==> src/rtl/sad_pe_array.sv <==
// sad_pe_array: LANES-wide |cur-ref| row reduction accumulated over ROWS beats.
// Optional best-candidate tracker enabled by defining SAD_MIN_TRACK_EN.
module sad_pe_array #(
    parameter int PIX_W = 8,
    parameter int LANES = 16,
    parameter int ROWS  = 16,
    parameter int IDX_W = 8,
    localparam int SAD_W = PIX_W + $clog2(LANES) + $clog2(ROWS)
) (
    input  logic                   clk,
    input  logic                   rst,
    input  logic                   roll,
    input  logic                   in_valid,
    output logic                   in_ready,
    input  logic [LANES*PIX_W-1:0] cur,
    input  logic [LANES*PIX_W-1:0] ref_pix,
    output logic                   out_valid,
    input  logic                   out_ready,
    output logic [SAD_W-1:0]       sad,
    output logic [IDX_W-1:0]       cand_idx
`ifdef SAD_MIN_TRACK_EN
    ,
    input  logic                   clr_min,
    output logic [SAD_W-1:0]       min_sad,
    output logic [IDX_W-1:0]       min_idx
`endif
);

    localparam int LOG_L = $clog2(LANES);
    localparam int LOG_R = $clog2(ROWS);
    localparam int SUM_W = PIX_W + LOG_L;
    localparam int CNT_W = LOG_R;
    localparam logic [CNT_W-1:0] LAST_ROW = CNT_W'(ROWS - 1);

    typedef enum logic [1:0] {
        S_ACCUM,
        S_DRAIN,
        S_HOLD
    } state_t;

    state_t                        state_q, state_d;
    logic                          drain_q, drain_d;
    logic [CNT_W-1:0]              cnt_q, cnt_d;
    logic                          v1_q, v1_d;
    logic [LANES-1:0][PIX_W-1:0]   d1_q, d1_d;
    logic                          v2_q, v2_d;
    logic [SUM_W-1:0]              sum_q, sum_d;
    logic [SAD_W-1:0]              acc_q, acc_d;
    logic [IDX_W-1:0]              idx_q, idx_d;

    logic                          accept;
    logic                          flush;
    logic                          hs;

    function automatic logic [PIX_W-1:0] abs_diff(
        input logic [PIX_W-1:0] a,
        input logic [PIX_W-1:0] b
    );
        return (a > b) ? (a - b) : (b - a);
    endfunction

    assign accept    = in_valid & in_ready;
    assign sad       = acc_q;
    assign cand_idx  = idx_q;

    // Control FSM: accumulate beats, flush the pipe, then hold the result.
    always_comb begin
        state_d   = state_q;
        drain_d   = drain_q;
        in_ready  = 1'b0;
        out_valid = 1'b0;
        flush     = 1'b0;
        hs        = 1'b0;
        unique case (state_q)
            S_ACCUM: begin
                in_ready = ~roll;
                flush    = roll;
                if (!roll && in_valid && cnt_q == LAST_ROW) begin
                    state_d = S_DRAIN;
                    drain_d = 1'b0;
                end
            end
            S_DRAIN: begin
                if (roll) begin
                    flush   = 1'b1;
                    state_d = S_ACCUM;
                end else if (drain_q) begin
                    state_d = S_HOLD;
                end else begin
                    drain_d = 1'b1;
                end
            end
            S_HOLD: begin
                out_valid = 1'b1;
                hs        = out_ready;
                if (out_ready) begin
                    state_d = S_ACCUM;
                end
            end
            default: begin
                state_d = S_ACCUM;
            end
        endcase
    end

    // S1: per-lane absolute difference, captured only on an accepted beat.
    always_comb begin
        d1_d = d1_q;
        v1_d = accept;
        if (accept) begin
            for (int i = 0; i < LANES; i++) begin
                d1_d[i] = abs_diff(cur[i*PIX_W +: PIX_W],
                                   ref_pix[i*PIX_W +: PIX_W]);
            end
        end
    end

    // S2: full-width reduction of the lane differences into one row sum.
    always_comb begin
        sum_d = sum_q;
        v2_d  = v1_q & ~flush;
        if (v1_q) begin
            sum_d = '0;
            for (int i = 0; i < LANES; i++) begin
                sum_d = sum_d + SUM_W'(d1_q[i]);
            end
        end
    end

    // S3 and bookkeeping: block accumulator, row counter, candidate index.
    always_comb begin
        acc_d = acc_q;
        cnt_d = cnt_q;
        idx_d = idx_q;
        if (flush || hs) begin
            acc_d = '0;
        end else if (v2_q) begin
            acc_d = acc_q + SAD_W'(sum_q);
        end
        if (flush || hs) begin
            cnt_d = '0;
        end else if (accept) begin
            cnt_d = (cnt_q == LAST_ROW) ? '0 : cnt_q + CNT_W'(1);
        end
        if (hs) begin
            idx_d = idx_q + IDX_W'(1);
        end
    end

    // State registers with synchronous reset.
    always_ff @(posedge clk) begin
        if (rst) begin
            state_q <= S_ACCUM;
            drain_q <= 1'b0;
            cnt_q   <= '0;
            v1_q    <= 1'b0;
            d1_q    <= '0;
            v2_q    <= 1'b0;
            sum_q   <= '0;
            acc_q   <= '0;
            idx_q   <= '0;
        end else begin
            state_q <= state_d;
            drain_q <= drain_d;
            cnt_q   <= cnt_d;
            v1_q    <= v1_d;
            d1_q    <= d1_d;
            v2_q    <= v2_d;
            sum_q   <= sum_d;
            acc_q   <= acc_d;
            idx_q   <= idx_d;
        end
    end

`ifdef SAD_MIN_TRACK_EN
    logic [SAD_W-1:0] min_sad_q, min_sad_d;
    logic [IDX_W-1:0] min_idx_q, min_idx_d;

    assign min_sad = min_sad_q;
    assign min_idx = min_idx_q;

    // Best-so-far tracker; a clear in a handshake cycle loads that result.
    always_comb begin
        min_sad_d = min_sad_q;
        min_idx_d = min_idx_q;
        if (clr_min) begin
            min_sad_d = '1;
            min_idx_d = '0;
        end
        if (hs && (clr_min || acc_q < min_sad_q)) begin
            min_sad_d = acc_q;
            min_idx_d = idx_q;
        end
    end

    // Tracker registers.
    always_ff @(posedge clk) begin
        if (rst) begin
            min_sad_q <= '1;
            min_idx_q <= '0;
        end else begin
            min_sad_q <= min_sad_d;
            min_idx_q <= min_idx_d;
        end
    end
`endif

endmodule
==> config.mk <==
export PLATFORM = sky130hd
export DESIGN_NAME = sad_pe_array
export DESIGN_NICKNAME = d
export VERILOG_FILES = /design/src/rtl/sad_pe_array.sv
export SDC_FILE = /design/constraint.sdc
export NUM_CORES = 1
export LEC_CHECK = 0
export ABC_AREA = 1
export CAP_MARGIN = 0
export CORE_ASPECT_RATIO = 2
export CORE_MARGIN = 2
export CORE_UTILIZATION = 53
export DETAILED_ROUTE_END_ITERATION = 12
export GPL_TIMING_DRIVEN = 0
export PLACE_DENSITY = 0.77
export SLEW_MARGIN = 40
export SYNTH_ARGS = -nofsm -noshare
export SYNTH_HDL_FRONTEND = slang
export SYNTH_SLANG_ARGS = --single-unit
==> constraint.sdc <==
create_clock -name clk -period 5.19 [get_ports clk]
set_input_delay 1.038 -clock clk [delete_from_list [all_inputs] [get_ports clk]]
set_output_delay 1.038 -clock clk [all_outputs]
set_load 0.05 [all_outputs]
==> reports/qor.yml, run 1 <==
cts-buffers-inserted: 17
p_comb_share_pct: 62.3
syn2layout_area_growth_pct: 17.9
ys_types: 44
cts_root_buf: "clkbuf_16"
initial_core_util_pct: 53.7
grt_pass1_vias: 23677
p_leak_uw: 0.0151
slew_headroom_pct: 43.7
drt-total-wl_um: 68400
drtIter0Drc: 944
num_antenna_cells: 0
grt_use_total_pct: 30.0
fin_util_pct: 63.3
io-pin-count: 287
die_w_um: 152
final_cell_area_um2: 27500
synth_fp_nets: 4253
synth-compound-area-share_pct: 10.6
yosys_warnings: 0
maxCapViolations: 0
std_cell_rows: 108
crit_arrival_ns: 5.30
rsz0062_at_grt: "false"
min_path_type: "flop to flop"
syn_area_um2: 23300
status: "complete, no violations"
vias: 23274
clkLatencyLatePin_ns: 0.46
layout.nets: 4558
drt-wirelength-per-cell_um: 15.4
startpoint_type: "flop"
h-tree-depth: 4
cpLargestDelayFamily: "adder cells"
final_hold_viol_count: 0
critPathMaxStageDelay_ns: 0.54
cpMostUsedCell: "fa_1"
period_share_pct: 95.1
dieArea_um2: 45800
layout-drive-gt1-share_pct: 5.75
post-cts-setup-buffers: 0
cts_tree: "yes"
fillerInstances: 4159
clkPwrFrac_pct: 17.8
hold_slack_ns: 0.457
path_class: "flop to flop"
min_period_ns: 4.94
setup_viol: 0
critPathBufInv: 5
cts_buffer_depth: 2
route.detailed.drc: 0
async_flop_share_pct: 0
clock-sinks: 173
worstPathRequired_ns: 5.55
powerDensity_nw_per_um2: 273
design.core.area_um2: 43400
max_freq_mhz: 203
crit_chain: "fa_1 > inv_1 > fa_1 > inv_1 > fa_1 > inv_1 > fa_1 > fa_1 > fa_1 > inv_1 > ha_2 > fa_2 > nand3_1 > nand2_1 > nand2_1 > nor2_1 > nand3_1 > nand2_1 > nand2_1 > nand3_1 > nand2_1 > inv_1"
ys_seq_area_share_pct: 14.9
path_clk_slew_ns: 0.07
swShare_pct: 46.6
end_kind: "flop"
setup_tns_ns: 0
globalplace.congestion: 0.964
ys_ff_latch: 173
synth-edff-count: 0
dp_hpwl_um: 57900
synth_top_family_by_area: "simple AND/OR/NAND/NOR gates"
drt_pass1_iterations: 7
ir_drop_mv: 0.346
placed_cell_area_um2: 26900
synth-main-ff-cell: "dfxtp_1"
finalPower_uw: 7500
synth-xor-area-share_pct: 1.88
tightest_slew_ns: 0.844
synth_fa_ha_area_share_pct: 26.9
synth_mux_area_share_pct: 0
slowest_stage: "fa_1"
io_buffers: 286
overflow: 0
synth-simple-area-share_pct: 30.5
worstPathMaxFanout: 2
grt_max_degree: 19
antenna_left: 0
skew_ns: 0.0132
p_sw_uw: 3500
drv_slew: 0
fp.dieH_um: 301
avgSynthCellArea_um2: 6.52
viasPerCell: 5.24
hold_buffers: 0
p_seq_share_pct: 19.9
intPower_uw: 4010
grt_pass1_wl_um: 111000
antenna_found_initial: 0
netlist_instances: 3576
-- layer usage --
layer / GRT usage (%) / share of wire [%]
met1: 27.6 / 34
met2: 60.2 / 55
met3: 3.55 / 3.7
met4: 20.4 / 7.2
met5: 0 / 0
-- layout make-up --
cell class | count | area (um2) | share of cell area, %
Buffer | 68 | 375 | 1.37
Clock buffer | 18 | 439 | 1.60
Clock inverter | 14 | 165 | 0.601
Inverter | 850 | 3200 | 11.6
Multi-Input combinational cell | 2485 | 16300 | 59.3
Sequential cell | 173 | 3470 | 12.6
Tap cell | 550 | 688 | 2.50
Timing Repair Buffer | 286 | 2860 | 10.4
-- synth_stat cells, types with 3 or more instances --
cell type,n,share of area (%)
o21ai_1,18,0.39
ha_1,275,15
buf_4,23,0.74
nand2_2,32,0.86
o211ai_1,53,1.7
xnor2_1,4,0.15
nor2_4,4,0.19
xor2_1,46,1.7
inv_1,825,13
nand2_1,866,14
o21a_1,3,0.097
a21oi_2,9,0.34
nand4_1,36,0.97
buf_2,19,0.41
a21o_1,14,0.45
inv_4,3,0.081
a21oi_1,224,4.8
clkbuf_1,24,0.39
inv_2,21,0.34
o21ai_2,13,0.49
nor2_2,7,0.19
o21bai_1,14,0.45
nor2_1,229,3.7
dfxtp_1,173,15
nor3_1,10,0.21
fa_1,141,12
or2_1,17,0.46
nand3_2,13,0.56
nand3_1,342,7.3
nand4_2,13,0.70
o21ai_0,70,1.5
nand2_4,16,0.77
-- cells in the final DEF, fill, tap and decap left out, types with 32 or more instances in the layout --
| cell | Yosys | routed |
|---|---|---|
| clkdlybuf4s50_1 | 0 | 286 |
| nor2_1 | 229 | 229 |
| nand3_1 | 342 | 342 |
| nand2_1 | 866 | 866 |
| nand2_2 | 32 | 32 |
| o21ai_0 | 70 | 69 |
| fa_1 | 141 | 140 |
| inv_1 | 825 | 825 |
| o211ai_1 | 53 | 53 |
| a21oi_1 | 224 | 224 |
| nand4_1 | 36 | 36 |
| ha_1 | 275 | 274 |
| xor2_1 | 46 | 46 |
| dfxtp_1 | 173 | 171 |
-- timing repair --
item	4_1_cts	5_1_grt
endpoints found under the hold margin	0	0
gates resized for setup	0	5
endpoints found under the setup margin	0	3
-- cell families (layout without fill, tap and decap cells) --
kind of cell	after synthesis	in the layout
AOI/OAI and AO/OA	425	425
buffers and inverters	918	1236
xor gates and xnor gates	50	50
and+or+nand+nor	1594	1594
DFF	173	173
adders and majority gates	416	416
-- flip-flops by register name, indices dropped and copies added (netlist names) --
signal,count
d1_q,128
sad,16
sum_q,12
cand_idx,8
cnt_q,4
state_q,2
drain_q,1
v1_q,1
v2_q,1
-- worst reg2reg max path, cell delays in order (launching register included) --
cell	delay, ns
dfxtp_2	0.33
fa_1	0.55
inv_1	0.06
fa_1	0.54
inv_1	0.06
fa_1	0.51
inv_1	0.06
fa_1	0.53
fa_1	0.44
fa_1	0.49
inv_1	0.04
ha_2	0.18
fa_2	0.37
nand3_1	0.08
nand2_1	0.08
nand2_1	0.07
nor2_1	0.05
nand3_1	0.08
nand2_1	0.06
nand2_1	0.06
nand3_1	0.07
nand2_1	0.09
inv_1	0.04
-- power by group through the flow --
stage	sequential [uW]	clock [uW]	combinational, uW
2_1_floorplan	1500	0	3350
3_3_place_gp	1520	0	4530
3_5_place_dp	1520	0	4580
4_1_cts	1490	1340	4630
5_1_grt	1500	1400	5290
6_report	1490	1340	4670
-- path summary, 6_finish.rpt --
check,startpoint,to,slack [ns],depth (start not counted)
max reg2reg,d1_q[114],sum_q[10],0.25,22
min,drain_q,drain_q,0.46,2
min reg2reg,drain_q,drain_q,0.46,2
max,d1_q[114],sum_q[10],0.25,22
-- per-stage QoR --
step | cells | setup slack (ns)
4_1_cts | 4444 | 0.0479
3_3_place_gp | 4412 | 0.130
2_1_floorplan | 3576 | 0.383
3_5_place_dp | 4412 | 0.0692
5_1_grt | 4444 | 0.0284
6_report | 4444 | 0.252
Power figures use the tool's default switching activity.
==> run 2, diff against run 1 <==
--- a/config.mk
+++ b/config.mk
@@ -10,6 +10,7 @@
 export CORE_ASPECT_RATIO = 2
 export CORE_MARGIN = 2
 export CORE_UTILIZATION = 53
+export CTS_CLUSTER_SIZE = 8
 export DETAILED_ROUTE_END_ITERATION = 12
 export GPL_TIMING_DRIVEN = 0
 export PLACE_DENSITY = 0.77
==> results of run 2 <==
Same layout as run 1: the final DEF is identical, and so are final timing and power.
